==> src/rtl/sqrt_pkg.sv <==
// Shared types for the square-root scheduler: FSM states, default widths and the
// remainder working word.
package sqrt_pkg;

    localparam int N_BITS_DEF = 32;
    localparam int ROOT_W     = N_BITS_DEF / 2;
    localparam int ITER_CNT_W = $clog2(ROOT_W);

    typedef enum logic [1:0] {
        IDLE,
        CALC,
        DONE
    } state_e;

    typedef logic [ROOT_W+1:0]     rem_t;
    typedef logic [N_BITS_DEF-1:0] rad_t;

    function automatic int root_w_of(input int n_bits);
        return n_bits / 2;
    endfunction

endpackage

==> src/rtl/sqrt_iter_core.sv <==
// Restoring digit-by-digit square root: two radicand bits consumed per step.
// root_o/rem_o show the values after the current step, so done_o can be captured directly.
module sqrt_iter_core
    import sqrt_pkg::*;
#(
    parameter int N_BITS = N_BITS_DEF
) (
    input  logic                clk,
    input  logic                rst_n,
    input  logic                load_i,
    input  logic [N_BITS-1:0]   radicand_i,
    input  logic                step_i,
    output logic                done_o,
    output logic [N_BITS/2-1:0] root_o,
    output logic [N_BITS/2+1:0] rem_o
);

    localparam int RT_W  = root_w_of(N_BITS);
    localparam int REM_W = RT_W + 2;
    localparam int CNT_W = (RT_W > 1) ? $clog2(RT_W) : 1;

    logic [N_BITS-1:0] rad_q;
    logic [N_BITS-1:0] rad_d;
    logic [REM_W-1:0]  rem_q;
    logic [REM_W-1:0]  rem_d;
    logic [RT_W-1:0]   root_q;
    logic [RT_W-1:0]   root_d;
    logic [CNT_W-1:0]  cnt_q;
    logic [REM_W+1:0]  trial;
    logic              trial_ge;

    // Both top bits of the trial are set whenever the subtraction goes negative.
    always_comb begin
        trial    = {rem_q, rad_q[N_BITS-1 -: 2]} - {2'b00, root_q, 2'b01};
        trial_ge = ~|trial[REM_W+1:REM_W];
        rad_d    = {rad_q[N_BITS-3:0], 2'b00};
        rem_d    = trial_ge ? trial[REM_W-1:0] : {rem_q[REM_W-3:0], rad_q[N_BITS-1 -: 2]};
        root_d   = {root_q[RT_W-2:0], trial_ge};
    end

    assign done_o = step_i && (cnt_q == '0);
    assign root_o = root_d;
    assign rem_o  = rem_d;

    always_ff @(posedge clk or negedge rst_n) begin
        if (!rst_n) begin
            rad_q  <= '0;
            rem_q  <= '0;
            root_q <= '0;
            cnt_q  <= '0;
        end else if (load_i) begin
            rad_q  <= radicand_i;
            rem_q  <= '0;
            root_q <= '0;
            cnt_q  <= CNT_W'(RT_W - 1);
        end else if (step_i) begin
            rad_q  <= rad_d;
            rem_q  <= rem_d;
            root_q <= root_d;
            cnt_q  <= cnt_q - CNT_W'(1);
        end
    end

endmodule

==> src/rtl/sqrt_share_ctrl.sv <==
// Round-robin sharing of one iterative square-root core between N_REQ requesters.
// Define SQRT_ROUND_EN to round the root to nearest instead of truncating.
//   state | meaning
//   IDLE  | arbitrate; req_ready to the winner, radicand/ID latched on transfer
//   CALC  | one digit step per cycle, N_BITS/2 cycles
//   DONE  | one-cycle resp_valid strobe
module sqrt_share_ctrl
    import sqrt_pkg::*;
#(
    parameter int N_BITS = N_BITS_DEF,
    parameter int N_REQ  = 4,
    parameter int ID_W   = $clog2(N_REQ)
) (
    input  logic                    clk,
    input  logic                    rst_n,
    input  logic [N_REQ-1:0]        req_valid_i,
    input  logic [N_REQ*N_BITS-1:0] req_data_i,
    output logic [N_REQ-1:0]        req_ready_o,
    output logic                    resp_valid_o,
    output logic [ID_W-1:0]         resp_id_o,
    output logic [N_BITS/2-1:0]     resp_root_o,
    output logic                    resp_neg_err_o,
    output logic                    busy_o
);

    localparam int RT_W  = root_w_of(N_BITS);
    localparam int REM_W = RT_W + 2;

    state_e            state_q;
    logic [ID_W-1:0]   ptr_q;
    logic [ID_W-1:0]   id_q;
    logic              resp_valid_q;
    logic [ID_W-1:0]   resp_id_q;
    logic [RT_W-1:0]   resp_root_q;
    logic              resp_neg_q;

    logic              any_win;
    logic [ID_W-1:0]   win_id;
    logic [ID_W:0]     rr_sum;
    logic [ID_W-1:0]   rr_idx;
    logic [N_BITS-1:0] win_data;
    logic              win_neg;
    logic              accept;
    logic [ID_W-1:0]   ptr_d;

    logic              core_done;
    logic [RT_W-1:0]   core_root;
    logic [REM_W-1:0]  core_rem;
    logic [RT_W-1:0]   root_fin;

    // First valid requester at or after the pointer, wrapping around.
    always_comb begin
        any_win = 1'b0;
        win_id  = '0;
        rr_sum  = '0;
        rr_idx  = '0;
        for (int k = 0; k < N_REQ; k++) begin
            rr_sum = {1'b0, ptr_q} + (ID_W+1)'(k);
            if (rr_sum >= (ID_W+1)'(N_REQ)) begin
                rr_sum = rr_sum - (ID_W+1)'(N_REQ);
            end
            rr_idx = rr_sum[ID_W-1:0];
            if (!any_win && req_valid_i[rr_idx]) begin
                any_win = 1'b1;
                win_id  = rr_idx;
            end
        end
    end

    always_comb begin
        win_data = '0;
        for (int k = 0; k < N_REQ; k++) begin
            if (win_id == ID_W'(k)) begin
                win_data = req_data_i[k*N_BITS +: N_BITS];
            end
        end
    end

    assign win_neg     = win_data[N_BITS-1];
    assign accept      = (state_q == IDLE) && any_win;
    assign ptr_d       = (win_id == ID_W'(N_REQ - 1)) ? '0 : win_id + ID_W'(1);
    assign req_ready_o = accept ? (N_REQ'(1) << win_id) : '0;

    sqrt_iter_core #(
        .N_BITS (N_BITS)
    ) u_core (
        .clk        (clk),
        .rst_n      (rst_n),
        .load_i     (accept && !win_neg),
        .radicand_i (win_data),
        .step_i     (state_q == CALC),
        .done_o     (core_done),
        .root_o     (core_root),
        .rem_o      (core_rem)
    );

`ifdef SQRT_ROUND_EN
    // Remainder above the floor root means the true root is at least root + 0.5.
    always_comb begin
        root_fin = core_root;
        if (({2'b00, core_root} < core_rem) && (core_root != '1)) begin
            root_fin = core_root + RT_W'(1);
        end
    end
`else
    logic rem_unused;
    assign rem_unused = ^core_rem;
    assign root_fin   = core_root;
`endif

    always_ff @(posedge clk or negedge rst_n) begin
        if (!rst_n) begin
            state_q      <= IDLE;
            ptr_q        <= '0;
            id_q         <= '0;
            resp_valid_q <= 1'b0;
            resp_id_q    <= '0;
            resp_root_q  <= '0;
            resp_neg_q   <= 1'b0;
        end else begin
            resp_valid_q <= 1'b0;
            case (state_q)
                IDLE: begin
                    if (accept) begin
                        ptr_q <= ptr_d;
                        id_q  <= win_id;
                        if (win_neg) begin
                            state_q      <= DONE;
                            resp_valid_q <= 1'b1;
                            resp_id_q    <= win_id;
                            resp_root_q  <= '0;
                            resp_neg_q   <= 1'b1;
                        end else begin
                            state_q <= CALC;
                        end
                    end
                end
                CALC: begin
                    if (core_done) begin
                        state_q      <= DONE;
                        resp_valid_q <= 1'b1;
                        resp_id_q    <= id_q;
                        resp_root_q  <= root_fin;
                        resp_neg_q   <= 1'b0;
                    end
                end
                DONE:    state_q <= IDLE;
                default: state_q <= IDLE;
            endcase
        end
    end

    assign resp_valid_o   = resp_valid_q;
    assign resp_id_o      = resp_id_q;
    assign resp_root_o    = resp_root_q;
    assign resp_neg_err_o = resp_neg_q;
    assign busy_o         = (state_q != IDLE);

endmodule

==> config.mk <==
export PLATFORM = sky130hd
export DESIGN_NAME = sqrt_share_ctrl
export DESIGN_NICKNAME = d
export VERILOG_FILES = /design/src/rtl/sqrt_pkg.sv /design/src/rtl/sqrt_iter_core.sv /design/src/rtl/sqrt_share_ctrl.sv
export SDC_FILE = /design/constraint.sdc
export NUM_CORES = 1
export LEC_CHECK = 0
export CAP_MARGIN = 0
export CORE_UTILIZATION = 51
export DETAILED_ROUTE_END_ITERATION = 7
export PLACE_DENSITY = 0.85
export SKIP_CTS_REPAIR_TIMING = 1
export SLEW_MARGIN = 20
export SYNTH_ARGS = -nofsm -noshare
export SYNTH_HDL_FRONTEND = slang
export SYNTH_HIERARCHICAL = 1
export SYNTH_SLANG_ARGS = --single-unit
==> constraint.sdc <==
create_clock -name clk -period 4.9 [get_ports clk]
set_input_delay 1.47 -clock clk [delete_from_list [all_inputs] [get_ports clk]]
set_output_delay 1.47 -clock clk [all_outputs]
set_load 0.05 [all_outputs]
======== Word-level counts from Yosys, hierarchy flattened ========
Cells that the tools add are included.
W data, S select, Z words.
word-level totals
  register bits ........................... 96
  input bits .............................. 134
cells by class
  add/sub/neg operators ................... 10
  order comparisons ....................... 8
  equality and inequality tests ........... 7
  shifts and indexed selects .............. 1
  muxes and demuxes ....................... 55
  reduce and logical (&&, ||, !) cells .... 21
operators with widths
  operator               number
  $mux W32               6
  $mux W16               5
  $mux W18               3
  $pmux W16 S2           1
  $mux W2                15
  $sub A20 B18 Y20       1
  $mux W1                14
  $lt A2 B3 Y1 const B   4
  $mux W4                3
  $ge A3 B3 Y1 const B   3
  $bmux W1 S2            4
  $pmux W2 S2            2
  $sub A2 B1 Y2 const B  4
  $add A2 B2 Y3 const B  2
  $logic_and A1 B1 Y1    6
  $reduce_bool A2 Y1     3
  $logic_not A1 Y1       5
  $eq A2 B1 Y1 const B   2
  $eq A2 B2 Y1 const B   2
  $logic_not A2 Y1       2
  $logic_not A4 Y1       1
  $ne A2 B2 Y1 const B   2
  $pmux W1 S2            2
  $reduce_and A2 Y1      2
  other kinds (8)        8

======== Longest topological paths before layout ========
  word-level depth ........................ 22
  depth in mapped cells ................... 14
  mapped depth without buffers ............ 12

======== Hierarchy ========
Netlist, hierarchy kept.
modules (own cells, without submodules)
  module           instances  cells each  area each (um^2)  seq. area each (um^2)
  sqrt_iter_core   1          464         4400.5            1751.7
  sqrt_share_ctrl  1          318         2279.7            650.6

======== Least setup slack after synthesis ========
OpenSTA, ideal clock, no wires.
  path type ............................... input to output
  start ................................... input req_valid_i[2]
  end ..................................... output req_ready_o[3]
  arrival ................................. 3.212 ns
  required time ........................... 3.430 ns
  setup slack ............................. 0.218 ns
  stages .................................. 8
  path buffers ............................ 2
  cell sequence ........................... nor2b_1 > a221oi_1 > or2_2 > inv_1 > ha_1 > clkbuf_1 > clkbuf_1 > and2_1
on the way
  cells in the longest elaborated chain, start to end .. 14
  elaborated cells on any way between the ends .. 25
  classes of those cells .................. shift: 1; mux: 17; reduce/logical: 7
ends and longest elaborated chain
  what                           RTL line               text
  start, declared                sqrt_share_ctrl.sv:16  input logic [N_REQ-1:0] req_valid_i,
  $bmux W1 S2                    sqrt_share_ctrl.sv:63  if (!any_win && req_valid_i[rr_idx]) begin
  $mux W1 (implied by the code)  sqrt_share_ctrl.sv:63
  $mux W1                        sqrt_share_ctrl.sv:63
  $logic_not A1 Y1               sqrt_share_ctrl.sv:63
  $logic_and A1 B1 Y1            sqrt_share_ctrl.sv:63
  $mux W1                        sqrt_share_ctrl.sv:63
  $logic_not A1 Y1               sqrt_share_ctrl.sv:63
  $logic_and A1 B1 Y1            sqrt_share_ctrl.sv:63
  $mux W1                        sqrt_share_ctrl.sv:63
  $logic_not A1 Y1               sqrt_share_ctrl.sv:63
  $logic_and A1 B1 Y1            sqrt_share_ctrl.sv:63
  $mux W2 *                      sqrt_share_ctrl.sv:63
  net win_id[1]                  sqrt_share_ctrl.sv:38  logic [ID_W-1:0] win_id;
  $shl A1 B2 Y4 *                sqrt_share_ctrl.sv:82  assign req_ready_o = accept ? (N_REQ'(1) << win_id) : '0;
  $mux W4 *                      sqrt_share_ctrl.sv:82
  end, declared                  sqrt_share_ctrl.sv:18  output logic [N_REQ-1:0] req_ready_o,
Mark *: on every way through the listed nets, which the timed path passes. The rest lies on a longest branch. The select of a mux whose other input is x is not followed.

======== Final worst setup path ========
  start ................................... input req_valid_i[0]
  end ..................................... output req_ready_o[1]
on the way
  cells in the longest elaborated chain, start to end .. 14
  elaborated cells on any way between the ends .. 25
  classes of those cells .................. shift: 1; mux: 17; reduce/logical: 7
ends and longest elaborated chain
  what                                                  RTL line
  $bmux W1 S2                                           sqrt_share_ctrl.sv:63
  $mux W1 (implied by the code)                         sqrt_share_ctrl.sv:63
  $mux W1                                               sqrt_share_ctrl.sv:63
  $logic_not A1 Y1                                      sqrt_share_ctrl.sv:63
  $logic_and A1 B1 Y1                                   sqrt_share_ctrl.sv:63
  $mux W1                                               sqrt_share_ctrl.sv:63
  $logic_not A1 Y1                                      sqrt_share_ctrl.sv:63
  $logic_and A1 B1 Y1                                   sqrt_share_ctrl.sv:63
  $mux W1                                               sqrt_share_ctrl.sv:63
  $logic_not A1 Y1                                      sqrt_share_ctrl.sv:63
  $logic_and A1 B1 Y1                                   sqrt_share_ctrl.sv:63
  $mux W2 or $mux W1 (tied branches)                    sqrt_share_ctrl.sv:63
  $shl A1 B2 Y4 or $logic_and A1 B1 Y1 (tied branches)  sqrt_share_ctrl.sv:82, sqrt_share_ctrl.sv:80
  $mux W4 *                                             sqrt_share_ctrl.sv:82
Every way passes the cells marked *; elsewhere a longest branch is shown, timed or not. The select of a mux whose other input is x is not followed.

==> flow_summary.yaml <==
cts:
  cts_tree: "done"
  clk_pin_slew_ns: 0.06
  root_buffer: "clkbuf_16"
  cts-buffers-inserted: 9
  clockBufferDepth: 2
  htree_levels: 3
  numClockSinks: 96
  worst_skew_pair.late_latency_ns: 0.34
worst_setup_path:
  slowest_stage: "clkdlybuf4s50_1"
  r2r_slack_ns: 1.80
  reg2reg_depth: 10
  timing.rr.start: "u_core/root_q[10]$_DFFE_PN0P_"
  required_ns: 3.43
  cp-end-kind: "output port"
  crit_arrival_ns: 3.28
  cp-start-kind: "input port"
  worstPathCellList: "clkdlybuf4s50_1 -> nand2_1 -> a221oi_1 -> or2_2 -> ha_1 -> and2_1 -> buf_12"
  cp_max_fo: 6
  r2r_end: "u_core/rem_q[8]$_DFFE_PN0P_"
  worst_path_largest_cell_delay_ns: 0.54
  crit_type: "input port to output port"
finish:
  num_antenna_cells: 0
  drive_gt1_frac: 0.0828
  areaGrowthSynthToFinish_pct: 28.3
  nets: 1046
  final_util: 0.676
sta:
  timing.fmax_ghz: 0.210
  min_period_ns: 4.75
  worst_pin_slew_ns: 1.06
  finalSetupViolations: 0
  rsz0062_at_grt: "no"
  slew_viol_final: 0
  setup_tns_ns: 0
  finalCritPeriodShare: 0.970
  timing.hold.ws_ns: 0.499
  finalHoldViolCount: 0
  relSlewSlack: 0.297
  fin_skew_ns: 0.00652
drt:
  wl_microns: 16100
  drtIter0Drc: 321
  dr_total_vias: 5784
  via_per_inst: 5.43
  ant_nets: 0
  drc_errors: 0
  drt-wirelength-per-cell_microns: 15.1
  drtPass1Iterations: 5
grt:
  antenna_found_initial: 0
  grt_usage: 0.251
  grt_max_degree: 78
  grt_pass1_vias: 5649
  grt_pass1_wl_microns: 26600
  overflow: 0
power_and_ir_drop:
  finalPower_mw: 5.95
  powerDensity_nw_per_um2: 695
  leakage_nw: 3.73
  vdd_ir_drop_max_mv: 0.369
synth:
  synth.avg_cell_area_sq_um: 8.55
  synth_nets: 937
  synthesis.area_sq_um: 6670
  ys_warn_count: 6
  syn_inst: 780
worst_hold_path:
  hp-start: "resp_root_o[14]$_DFFE_PN0P_"
  hold_path_end: "resp_root_o[14]$_DFFE_PN0P_"
  hold_depth: 1
  min_path_type: "register to register"
floorplan:
  ioPinCount: 159
  chipWidth_microns: 116
  die_h_microns: 116
  dieArea_sq_um: 13500
  rows: 41
  initial_core_util: 0.527
  placeableCoreArea_sq_um: 12700
job:
  maxCapViolCount: 0
placement:
  gp_congestion: 0.931
  io_buffers: 158
  dpl.hpwl_microns: 11700
status:
  status: "finished, final reports clean"
worst max path at each step:
stage                         startpoint  slack [ns]              to  cells past startpoint
after detailed placement  req_valid_i[2]        0.14  req_ready_o[3]                      8
after CTS                 req_valid_i[2]        0.13  req_ready_o[3]                      8
after global routing      req_valid_i[0]        0.03  req_ready_o[1]                      7
after global placement    req_valid_i[2]        0.19  req_ready_o[3]                      8
final                     req_valid_i[0]        0.15  req_ready_o[1]                      7
after floorplan           req_valid_i[2]        0.22  req_ready_o[3]                      8
worst max-delay path: cells and delay by family:
kind / cells / cell delay (ns)
buffers and inverters: 2 / 0.69
adders and majority gates: 1 / 0.26
and+or+nand+nor: 3 / 0.54
AOI/OAI and AO/OA: 1 / 0.31
report_power, final:
| group | internal (mW) | switching, mW | total, mW |
|---|---|---|---|
| Combinational | 1.82 | 2.07 | 3.89 |
| Clock | 0.451 | 0.302 | 0.753 |
| Sequential | 1.09 | 0.219 | 1.30 |
| Total | 3.36 | 2.59 | 5.95 |
per-layer routing:
layer  track usage  up-vias  wire length (microns)
met5             0        -                      0
met4        0.0966        0                    405
met3        0.0420       29                    894
met2         0.437      185                   7940
met1         0.311     2676                   6870
li1              -     2894                      -
registers in the layout, indices dropped and copies added (netlist names), 2 cells and up:
register,count
id_q,2
resp_id_o,2
u_core/cnt_q,4
u_core/rad_q,32
u_core/root_q,16
ptr_q,2
resp_root_o,16
state_q,2
u_core/rem_q,18
final cells by class:
type	instances	area [sq um]
inverters	35	131
clock buffers	10	229
well taps	172	215
clock inverters	6	92.6
multi-input cells	578	3770
fillers	1040	4110
repair buffers	169	1720
flip-flops and latches	96	2400
metrics by stage:
step / instances / setup WS, ns / area [sq um]
after floorplan: 780 / 0.218 / 6670
after global placement: 1050 / 0.185 / 8240
after detailed placement: 1050 / 0.135 / 8240
after CTS: 1066 / 0.132 / 8560
after global routing: 1066 / 0.0277 / 8560
final: 1066 / 0.149 / 8560
cell usage in the layout, fill, tap and decap left out, types with 6 or more instances in the layout:
cell and instances:
a21o_1 6, a21oi_1 76, a22o_1 16, and2_1 6, buf_4 11, clkbuf_16 9, clkdlybuf4s50_1 152, dfrtp_1 96
ha_1 21, inv_1 35, mux2_4 14, mux2i_1 47, nand2_1 117, nand3b_1 31, nor2_1 57, o21a_1 16
o21ai_0 74, xnor2_1 15
Note: power is estimated with default switching activity, not from simulation.
